$ cat config.mk
export PLATFORM = sky130hd
export DESIGN_NAME = runway_traffic_ctrl
export DESIGN_NICKNAME = d
export VERILOG_FILES = /design/src/rtl/runway_traffic_ctrl.sv
export SDC_FILE = /design/constraint.sdc
export NUM_CORES = 1
export LEC_CHECK = 0
export CELL_PAD_IN_SITES_DETAIL_PLACEMENT = 1
export CELL_PAD_IN_SITES_GLOBAL_PLACEMENT = 1
export CORE_MARGIN = 2
export CORE_UTILIZATION = 53
export CTS_BUF_LIST = sky130_fd_sc_hd__clkbuf_8
export DETAILED_ROUTE_END_ITERATION = 16
export DONT_BUFFER_PORTS = 1
export GPL_TIMING_DRIVEN = 1
export PLACE_DENSITY = 0.86
export SYNTH_ARGS = -nofsm -noshare
export SYNTH_HDL_FRONTEND = slang
export SYNTH_SLANG_ARGS = --single-unit
$ cat constraint.sdc
create_clock -name CLK -period 4 [get_ports CLK]
set_clock_uncertainty 0.05 [all_clocks]
set_input_delay 0.8 -clock CLK [delete_from_list [all_inputs] [get_ports CLK]]
set_output_delay 0.8 -clock CLK [all_outputs]
set_load 0.02 [all_outputs]
$ cat src/rtl/runway_traffic_ctrl.sv
// Runway arbiter: two ID FIFOs (landing, takeoff) and a one-runway grant FSM.
// One edge from a queued request to a grant, one edge from runway_done back to IDLE. Requests to a full or blocked queue are dropped and flagged the next cycle.
module runway_traffic_ctrl #(
  parameter int QDEPTH = 4
) (
  input  logic       CLK,
  input  logic       RST,
  input  logic       landing_request,
  input  logic [3:0] landing_id,
  input  logic       takeoff_request,
  input  logic [3:0] takeoff_id,
  input  logic       runway_done,
  input  logic [1:0] ECSU_state,
  input  logic       emergency_landing_alert,
  output logic       grant_valid,
  output logic [3:0] grant_id,
  output logic       grant_is_landing,
  output logic       runway_busy,
  output logic [2:0] landing_count,
  output logic [2:0] takeoff_count,
  output logic       request_rejected,
  output logic [1:0] RTC_state
);

  localparam int AW = (QDEPTH > 1) ? $clog2(QDEPTH) : 1;

  typedef enum logic [1:0] {
    S_IDLE    = 2'b00,
    S_LANDING = 2'b01,
    S_TAKEOFF = 2'b10
  } state_t;

  state_t          r_state;
  logic [3:0]      r_lq [QDEPTH];
  logic [3:0]      r_tq [QDEPTH];
  logic [AW-1:0]   r_lwr, r_lrd, r_twr, r_trd;
  logic [2:0]      r_lcnt, r_tcnt;
  logic            r_gv, r_gil, r_busy, r_rej;
  logic [3:0]      r_gid;

  logic w_l_full, w_t_full, w_t_block, w_t_ok;
  logic w_l_push, w_t_push, w_l_pop, w_t_pop, w_rej;

  assign w_l_full  = (r_lcnt == 3'(QDEPTH));
  assign w_t_full  = (r_tcnt == 3'(QDEPTH));
  assign w_t_block = emergency_landing_alert || (ECSU_state == 2'b11);
  assign w_t_ok    = !ECSU_state[1] && !emergency_landing_alert;

  // Fullness is judged before any same-edge pop, so a full queue always drops.
  assign w_l_push  = landing_request && !w_l_full;
  assign w_t_push  = takeoff_request && !w_t_full && !w_t_block;
  assign w_rej     = (landing_request && w_l_full) ||
                     (takeoff_request && (w_t_full || w_t_block));

  assign w_l_pop   = (r_state == S_IDLE) && (r_lcnt != 3'd0);
  assign w_t_pop   = (r_state == S_IDLE) && (r_lcnt == 3'd0) &&
                     (r_tcnt != 3'd0) && w_t_ok;

  always_ff @(posedge CLK) begin
    if (!RST && w_l_push) r_lq[r_lwr] <= landing_id;
    if (!RST && w_t_push) r_tq[r_twr] <= takeoff_id;
  end

  always_ff @(posedge CLK) begin
    if (RST) begin
      r_lwr  <= '0;
      r_lrd  <= '0;
      r_twr  <= '0;
      r_trd  <= '0;
      r_lcnt <= 3'd0;
      r_tcnt <= 3'd0;
      r_rej  <= 1'b0;
    end else begin
      if (w_l_push) r_lwr <= r_lwr + AW'(1);
      if (w_l_pop)  r_lrd <= r_lrd + AW'(1);
      if (w_t_push) r_twr <= r_twr + AW'(1);
      if (w_t_pop)  r_trd <= r_trd + AW'(1);
      r_lcnt <= r_lcnt + 3'(w_l_push) - 3'(w_l_pop);
      r_tcnt <= r_tcnt + 3'(w_t_push) - 3'(w_t_pop);
      r_rej  <= w_rej;
    end
  end

  always_ff @(posedge CLK) begin
    if (RST) begin
      r_state <= S_IDLE;
      r_gv    <= 1'b0;
      r_gid   <= 4'd0;
      r_gil   <= 1'b0;
      r_busy  <= 1'b0;
    end else begin
      r_gv <= 1'b0;
      case (r_state)
        S_IDLE: begin
          if (w_l_pop) begin
            r_state <= S_LANDING;
            r_gv    <= 1'b1;
            r_gid   <= r_lq[r_lrd];
            r_gil   <= 1'b1;
            r_busy  <= 1'b1;
          end else if (w_t_pop) begin
            r_state <= S_TAKEOFF;
            r_gv    <= 1'b1;
            r_gid   <= r_tq[r_trd];
            r_gil   <= 1'b0;
            r_busy  <= 1'b1;
          end
        end
        S_LANDING, S_TAKEOFF: begin
          // An operation in progress only ends on runway_done, whatever the weather.
          if (runway_done) begin
            r_state <= S_IDLE;
            r_busy  <= 1'b0;
          end
        end
        default: begin
          r_state <= S_IDLE;
          r_busy  <= 1'b0;
        end
      endcase
    end
  end

  assign grant_valid      = r_gv;
  assign grant_id         = r_gid;
  assign grant_is_landing = r_gil;
  assign runway_busy      = r_busy;
  assign landing_count    = r_lcnt;
  assign takeoff_count    = r_tcnt;
  assign request_rejected = r_rej;
  assign RTC_state        = r_state;

endmodule

# [Word level (Yosys, flattened, before mapping)]
# Memories as Yosys holds them, arrays and structs flattened. A register that Yosys moved wholly into a read port is not among the register bits.
# Cells that the tools add are included.
[totals] elab_cells=82 register_bits=24 output_inout_bits=16 memories=2 ram_bits=32
[mem_list] memory="r_lq" depth=4 word_bits=4 read_ports=1 rd_ports_with_merged_regs=1 write_ports=1 line_no="34" text="logic [3:0] r_lq [QDEPTH];"
[mem_list] memory="r_tq" depth=4 word_bits=4 read_ports=1 rd_ports_with_merged_regs=1 write_ports=1 line_no="35" text="logic [3:0] r_tq [QDEPTH];"
[classes] n_mux=22 n_reduce_logical=30 n_bitwise=1 eq_ne=7 n_addsub=8
[op_table] cell="$mux 2" count=7
[op_table] cell="$logic_and 1x1->1" count=12
[op_table] cell="$mux 1" count=11
[op_table] cell="$add 2x1->2 const B" count=4
[op_table] cell="$mux 4" count=2
[op_table] cell="$add 3x1->3" count=2
[op_table] cell="$eq 3x3->1 const B" count=2
[op_table] cell="$logic_not 1->1" count=6
[op_table] cell="$reduce_bool 3->1" count=2
[op_table] cell="$sub 3x1->3" count=2
[op_table] cell="$eq 2x2->1 const B" count=2
[op_table] cell="$pmux 2 s2" count=1
[op_table] cell="$reduce_and 2->1" count=2
[op_table] cell="$reduce_or 2->1" count=2
[op_table] cell="$logic_not 3->1" count=1
[op_table] cell="$logic_or 1x1->1" count=3
[op_table] cell="$ne 3x3->1 const B" count=1
[op_table] cell="$eq 2x1->1 const B" count=1
[op_table] cell="$logic_not 2->1" count=1
[op_table] cell="$ne 2x2->1 const B" count=1
[op_table] cell="$pmux 1 s2" count=1
[op_table] cell="$reduce_bool 2->1" count=1
[op_table] cell="$not 1->1" count=1

# [Longest topological paths before layout]
# Gate-level depths: netlist of run 1.
[depth] depth_word=7 ltp_mapped=12 ltp_nobuf=12

# [Least setup slack after synthesis of run 1]
# OpenSTA, ideal clock, no wires.
[synth_path] path_kind="register -> register" from="register r_state[0] (netlist: RTC_state[0])" to="register r_tcnt[2] (netlist: takeoff_count[2])" t_arrival_ns=2.452 required_ns=3.822 setup_ns=0.128 setup_slack_ns=1.371 stages_incl_launch_ff=13 path_cell_list="dfxtp_1 -> inv_1 -> ha_1 -> nor4b_2 -> and3_1 -> buf_6 -> ha_1 -> inv_1 -> ha_1 -> fa_1 -> xnor2_1 -> xnor2_1 -> nor2_1"
[synth_via] elab_chain_len=5
[synth_rtl] element="from (decl)" line_no="33" text="state_t r_state;"
[synth_rtl] element="from (signal assigned)" line_no="86" text="r_state <= S_IDLE;"
[synth_rtl] element="from (signal assigned)" line_no="96" text="r_state <= S_LANDING;"
[synth_rtl] element="from (signal assigned)" line_no="102" text="r_state <= S_TAKEOFF;"
[synth_rtl] element="$logic_not 2->1" line_no="56" text="assign w_t_pop = (r_state == S_IDLE) && (r_lcnt == 3'd0) &&"
[synth_rtl] element="$logic_and 1x1->1 (2 in series)" line_no="56"
[synth_rtl] element="$logic_and 1x1->1" line_no="57" text="(r_tcnt != 3'd0) && w_t_ok;"
[synth_rtl] element="via w_t_pop" line_no="42" text="logic w_l_push, w_t_push, w_l_pop, w_t_pop, w_rej;"
[synth_rtl] element="$sub 3x1->3" line_no="79" text="r_tcnt <= r_tcnt + 3'(w_t_push) - 3'(w_t_pop);"
[synth_rtl] element="to (signal assigned)" line_no="79"
[synth_rtl] element="to (decl)" line_no="37" text="logic [2:0] r_lcnt, r_tcnt;"
# The timed path passes the listed nets, and every way through them passes these cells.
# A chain may end at the register's enable or synchronous reset.

# [Worst setup path in the final report of run 1]
[layout_path] from="register r_state[0] (netlist: RTC_state[0])" to="register r_tcnt[2] (netlist: takeoff_count[2])"
[layout_via] elab_chain_len=5
[layout_rtl] element="$logic_not 2->1" line_no="56"
[layout_rtl] element="$logic_and 1x1->1 (2 in series)" line_no="56"
[layout_rtl] element="$logic_and 1x1->1" line_no="57"
[layout_rtl] element="$sub 3x1->3" line_no="79"
# Every way passes these cells.

==> results of run 1 <==
worst paths after layout:
kind | start | to | slack [ps] | depth (start not counted)
max | RTC_state[0]$_SDFFE_PP0P_ | takeoff_count[2]$_SDFF_PP0_ | 1080 | 11
min | r_lrd[1]$_SDFFE_PP0P_ | register | 480 | 2
max reg2reg | RTC_state[0]$_SDFFE_PP0P_ | takeoff_count[2]$_SDFF_PP0_ | 1080 | 11
min reg2reg | r_lrd[1]$_SDFFE_PP0P_ | register | 480 | 2
cells in the mapped netlist, types with 2 or more instances:
library cell / n
edfxtp_1: 32
dfxtp_1: 28
nor2_1: 27
inv_1: 15
ha_1: 13
and2_1: 9
mux4_2: 8
xnor2_1: 8
a211oi_1: 6
mux2i_1: 6
a21oi_1: 4
nor2b_1: 4
buf_6: 2
fa_1: 2
o21ai_0: 2
o31ai_4: 2
xor2_1: 2
flip-flops by register name, summed over array words and instances (netlist names), named ones only:
| name | flops |
|---|---|
| RTC_state | 2 |
| grant_id | 4 |
| grant_is_landing | 1 |
| grant_valid | 1 |
| landing_count | 3 |
| r_lq | 16 |
| r_lrd | 2 |
| r_lwr | 2 |
| r_tq | 16 |
| r_trd | 2 |
| r_twr | 2 |
| request_rejected | 1 |
| runway_busy | 1 |
| takeoff_count | 3 |
cell usage in the layout, fill, tap and decap left out, types with 6 or more instances in the layout:
cell	netlist	layout
edfxtp_1	32	32
nor2_1	27	27
dfxtp_1	28	28
xnor2_1	8	8
ha_1	13	13
mux4_2	8	8
and2_1	9	9
a211oi_1	6	6
inv_1	15	16
clkbuf_8	0	9
mux2i_1	6	6
cells by family (layout without fill, tap and decap cells):
family / Yosys count / count (layout) / synth area share (%)
flip-flops: 60 / 60 / 59.99
AO/OA/AOI/OAI: 18 / 18 / 5.970
AND/OR/NAND/NOR: 48 / 48 / 9.521
multiplexers: 14 / 14 / 9.472
adder cells (fa/ha/maj): 15 / 15 / 7.992
buffers and inverters: 19 / 31 / 3.601
XOR/XNOR: 10 / 10 / 3.454
per-layer routing:
| layer | vias up | GRT usage [%] | part of all wire [%] |
|---|---|---|---|
| li1 | 667 | - | - |
| met1 | 704 | 22.10 | 41 |
| met2 | 43 | 32.93 | 50 |
| met3 | 9 | 9.116 | 7.5 |
| met4 | 0 | 7.613 | 1.7 |
| met5 | - | 0 | 0 |
per-stage QoR:
| stage | util [%] | total power, W | area (µm²) | std cells | worst slack [ps] |
|---|---|---|---|---|---|
| floorplan | - | 0.001269 | 2536 | 184 | 1371 |
| global placement | 55.11 | 0.001338 | 2569 | 234 | 1224 |
| detailed placement | 55.11 | 0.001382 | 2569 | 234 | 1085 |
| CTS | 59.54 | 0.001953 | 2775 | 250 | 1055 |
| global route | 59.54 | 0.002041 | 2775 | 250 | 911.3 |
| finish | 59.54 | 0.001934 | 2775 | 250 | 1076 |
power by group through the flow:
stage	Clock (W)	Sequential (W)	Combinational, W
after global routing	0.000602	0.000937	0.000503
after CTS	0.000578	0.000923	0.000452
after detailed placement	0	0.000936	0.000446
after global placement	0	0.000927	0.000411
after floorplan	0	0.000905	0.000365
final	0.000566	0.000922	0.000446
final cells by class:
class | count | area [µm²]
clock buffer | 9 | 123.9
clock inverter | 7 | 82.58
fill | 447 | 1886
inverter | 15 | 56.30
multi-input combinational | 105 | 923.4
sequential | 60 | 1521
tap | 54 | 67.56
worst max-delay path, delay by kind of cell (launching register included):
kind                       cells  cell delay (ps)
and+or+nand+nor                3              600
buffers and inverters          2              160
xor gates and xnor gates       2              320
DFF                            1              460
adders and majority gates      4             1220
==> results.toml, run 1 <==
[timing]
rsz0062_at_grt = "false"
period_share_pct = 73.09
relSlewSlack_pct = 48.67
finalSetupTns_ps = 0
hold_ws_ps = 484.2
fmax_mhz = 342.0
layout_min_cycle_time_ps = 2924
worst_slew_pin_slew_ps = 758.0
finalSetupViolCount = 0
final_hold_viol_count = 0
final-max-slew-violation-count = 0

[layout]
area_growth_syn_to_layout_pct = 9.423
final_nets = 222
drive_gt1_share_pct = 13.27
antennaDiodeCount = 0

[synth]
netlist_instances = 184
synth_area_mm2 = 0.002536
async_flop_share_pct = 0
synth_seq_area_share_pct = 59.99
syn_area_per_cell_um2 = 13.78
synth_edf_count = 32
synthFlopType = "edfxtp_1"
synth_cell_types = 31
synth_largest_area_cell = "edfxtp_1"
yosysWarningCount = 0
synth_top_area_share_pct = 37.89
ys_seq_elements = 60
synth_top_cells_by_area = "edfxtp_1, dfxtp_1, mux4_2, ha_1, nor2_1"
synth_nets = 215

[min_path]
hold_path.class = "reg2reg"

[grt]
grt_max_degree = 30
overflow = 0
grt_pass1_wl_mm = 7.610
antenna_found_initial = 0
grt_pass1_vias = 1558
grt.total_usage_pct = 19.81

[setup_path]
worstPathArrival_ps = 3090
worst_setup_path_start_kind = "register"
cp_cell_sequence = "inv_1 -> ha_1 -> nor4b_2 -> and3_1 -> ha_1 -> inv_1 -> ha_1 -> fa_1 -> xnor2_1 -> xnor2_1 -> nor2_1"
cp_max_fo = 7
crit_required_ps = 4170
critPathKind = "reg2reg"
critPathCaptureType = "register"
crit_path_frequent_cell = "ha_1"
slowest_delay_ps = 460
slowest_stage = "dfxtp_1"

[pwr]
ir_drop_v = 0.0004854
combinationalPowerShare_pct = 23.1
internal_power_w = 0.001301
p_sw_share_pct = 32.71
power.switching_w = 0.0006324
p_per_area_mw_per_mm2 = 696.7
power_frac_clock_pct = 29.3
power_leakage_nw = 1.009
pwr-share-seq_pct = 47.7

[placement]
dp_hpwl_mm = 3.580
io_buffers = 0
place_congestion = 0.8241

[cts]
clk_pin_slew_ps = 70
hold_buffers = 0
root_buffer = "clkbuf_8"
clockBufferDepth = 2
clkLatencyLatePin_ps = 330
post_cts_buffers = 0
cts_resized = 0
htreeDepth = 3
cts_buffers = 9
clock-sinks = 60
cts_tree = "done"

[floorplanning]
num_rows = 25
core_area_mm2 = 0.004661
dieArea_mm2 = 0.005355
start_util_pct = 54.42
ios = 32
die_w_um = 73.18
die_h_um = 73.18

[routing]
first_pass_iters = 4
vias = 1423
vias_per_cell = 5.692
drtIter0Drc = 73
avgRoutedWirePerCell_um = 19.20
wirelength_mm = 4.799
drc = 0
antenna_left = 0

[outcome]
status = "completed"

[job]
cap_viol_max_count = 0
Power figures use the tool's default switching activity.
==> run 2, diff against run 1 <==
--- a/config.mk
+++ b/config.mk
@@ -5,15 +5,16 @@
 export SDC_FILE = /design/constraint.sdc
 export NUM_CORES = 1
 export LEC_CHECK = 0
+export ABC_AREA = 1
 export CELL_PAD_IN_SITES_DETAIL_PLACEMENT = 1
 export CELL_PAD_IN_SITES_GLOBAL_PLACEMENT = 1
 export CORE_MARGIN = 2
-export CORE_UTILIZATION = 53
+export CORE_UTILIZATION = 50
 export CTS_BUF_LIST = sky130_fd_sc_hd__clkbuf_8
 export DETAILED_ROUTE_END_ITERATION = 16
 export DONT_BUFFER_PORTS = 1
 export GPL_TIMING_DRIVEN = 1
-export PLACE_DENSITY = 0.86
+export PLACE_DENSITY = 0.87
 export SYNTH_ARGS = -nofsm -noshare
 export SYNTH_HDL_FRONTEND = slang
 export SYNTH_SLANG_ARGS = --single-unit
==> constraint.sdc (replaced) <==
create_clock -name CLK -period 2.79 [get_ports CLK]
set_clock_uncertainty 0.05 [all_clocks]
set_input_delay 0.558 -clock CLK [delete_from_list [all_inputs] [get_ports CLK]]
set_output_delay 0.558 -clock CLK [all_outputs]
set_load 0.02 [all_outputs]
==> run 2 against run 1 <==
  * Via count rose by 33%
  * Area after synthesis increased by 7.1%
  * Cell count rose by 48%
  * Core utilization shrank 1.7 points
  * Sequential cell count unchanged
  * Die area grew 13%
  * Count of clock-buffer cells in the layout is the same
  * Sequential power is 42% higher
  * Global-route usage grew 3.4 points
  * Worst setup slack got worse by 730 ps
  * First-iteration DRC count up 58%
  * Critical path type unchanged
  * Critical endpoint is now landing_count[2]$_SDFF_PP0_
  * Largest cell class unchanged
==> results.toml, run 2 <==
[outcome]
status = "completed"

[setup_path]
worstPathArrival_ps = 2620
worst_setup_path_start_kind = "register"
crit_required_ps = 2970
worst-r2r-setup-slack_ps = 350
r2r_end = "landing_count[2]$_SDFF_PP0_"
ff2ff_path_depth = 11
critPathCaptureType = "register"
cp_max_fo = 8
r2r-start = "RTC_state[0]$_SDFFE_PP0P_"
critPathKind = "reg2reg"

[synth]
async_flop_share_pct = 0
synth_largest_area_cell = "edfxtp_1"
synth_top_cells_by_area = "edfxtp_1, dfxtp_1, nand2_1, inv_1, ha_1"
yosysWarningCount = 0
synth_top_area_share_pct = 35.39
synth_nets = 319
post-synth-top-count-cell = "nand2_1"
syn_area_per_cell_um2 = 9.427
netlist_instances = 288
synth_cell_types = 25
synth_edf_count = 32
synthTopCellsByCount = "nand2_1, inv_1, edfxtp_1"
synth_area_mm2 = 0.002715
synthFlopType = "edfxtp_1"
synth_seq_area_share_pct = 56.04
ys_seq_elements = 60

[floorplanning]
core_area_mm2 = 0.005172
die_h_um = 77.69
ios = 32
die_w_um = 77.69
start_util_pct = 52.49
dieArea_mm2 = 0.006036
num_rows = 26

[cts]
root_buffer = "clkbuf_8"
cts_resized = 0
clock-sinks = 60
cts_tree = "done"
cts_buffers = 9
clockBufferDepth = 2
post_cts_buffers = 0
clk_pin_slew_ps = 70
htreeDepth = 3
clkLatencyLatePin_ps = 340
hold_buffers = 0

[timing]
finalSetupTns_ps = 0
final_hold_viol_count = 0
worst_slew_pin_slew_ps = 493.5
final-max-slew-violation-count = 0
period_share_pct = 87.52
relSlewSlack_pct = 66.98
finalSetupViolCount = 0
rsz0062_at_grt = "false"
fmax_mhz = 409.6
hold_ws_ps = 230.1
layout_min_cycle_time_ps = 2442
fin_ws_ps = 348.3

[placement]
place_congestion = 0.8023
io_buffers = 0
place_ws_ps = 362.3
dp_hpwl_mm = 4.207

[min_path]
hp-start = "RST"
hold_path.class = "in2reg"
hold_depth = 1
worstHoldEndpoint = "grant_is_landing$_SDFFE_PP0P_"

[grt]
antenna_found_initial = 0
overflow = 0
grt_pass1_vias = 2131
grt_max_degree = 13
grt_pass1_wl_mm = 10.54
grt.total_usage_pct = 23.22

[routing]
vias = 1894
avgRoutedWirePerCell_um = 16.91
vias_per_cell = 5.119
drc = 0
first_pass_iters = 4
antenna_left = 0
wirelength_mm = 6.257
drtIter0Drc = 115

[layout]
area_growth_syn_to_layout_pct = 10.18
layout_common_cells = "nand2_1, inv_1, edfxtp_1, dfxtp_1, nand3_1"
drive_gt1_share_pct = 10.67
antennaDiodeCount = 0
final_nets = 326
mostFrequentLayoutCell = "nand2_1"

[pwr]
p_per_area_mw_per_mm2 = 1023
ir_drop_v = 0.0005863
power_leakage_nw = 1.281

[job]
cap_viol_max_count = 0
## run 2: changes by cell type after synthesis, sizes merged, moves of 6 or more
| cell | previous run | this run |
|---|---|---|
| a21oi | 4 | 19 |
| inv | 15 | 48 |
| xnor2 | 8 | 0 |
| nand2 | 1 | 78 |
| o21ai | 2 | 8 |
| a211oi | 6 | 0 |
| mux4 | 8 | 0 |
| and2 | 9 | 0 |
| mux2i | 6 | 0 |
| nand3 | 1 | 25 |
## run 2: logic make-up (layout without fill, tap and decap cells)
logic type	count (synthesis)	count (layout)	synth area share, %
AND/OR/NAND/NOR	131	131	22.58
XOR/XNOR	2	2	0.6453
adder cells (fa/ha/maj)	15	15	7.466
flip-flops	60	60	56.04
buffers and inverters	53	65	7.880
AO/OA/AOI/OAI	27	27	5.392
## run 2: through the flow
step | util [%] | total power [W] | cell area (µm²) | cells
final | 57.84 | 0.003061 | 2992 | 370
after global routing | 57.84 | 0.003271 | 2992 | 370
after CTS | 57.84 | 0.003076 | 2992 | 370
after detailed placement | 53.68 | 0.002192 | 2776 | 354
after global placement | 53.68 | 0.002127 | 2776 | 354
after floorplan | - | 0.002014 | 2715 | 288
## run 2: final cells by class
class / instances / area [µm²]
well taps: 70 / 87.58
flip-flops and latches: 60 / 1521
clock inverters: 7 / 91.34
inverters: 48 / 180.2
multi-input cells: 175 / 979.7
repair buffers: 1 / 7.507
clock buffers: 9 / 123.9
fillers: 584 / 2181
## run 2: worst max-delay path by stage
stage	depth (start not counted)	from	to
floorplan	11	RTC_state[0]$_SDFFE_PP0P_	landing_count[2]$_SDFF_PP0_
global placement	11	RTC_state[0]$_SDFFE_PP0P_	landing_count[2]$_SDFF_PP0_
detailed placement	11	RTC_state[0]$_SDFFE_PP0P_	landing_count[2]$_SDFF_PP0_
CTS	11	RTC_state[0]$_SDFFE_PP0P_	landing_count[2]$_SDFF_PP0_
global route	11	RTC_state[0]$_SDFFE_PP0P_	landing_count[2]$_SDFF_PP0_
finish	11	RTC_state[0]$_SDFFE_PP0P_	landing_count[2]$_SDFF_PP0_
## run 2: routing by layer
layer	wire, µm	GRT usage [%]	up-vias
met5	0	0	-
met4	112	12.86	0
met3	317	5.349	11
met2	3169	38.71	58
met1	2658	27.60	896
li1	-	-	929
## run 2: power by group
part | internal [W] | switching, W | leakage [nW]
Clock | 0.000499 | 0.000355 | 0.109
Sequential | 0.00107 | 0.000235 | 0.520
Combinational | 0.000301 | 0.000599 | 0.652
Total | 0.00187 | 0.00119 | 1.28
## run 2: worst max-delay path, stage by stage, from the launching register on
cell,delay [ps]
dfxtp_1,390
inv_1,90
ha_1,290
inv_2,100
a21oi_4,270
ha_1,290
inv_1,60
ha_1,140
inv_1,50
fa_1,370
o21ai_0,180
a21oi_1,60
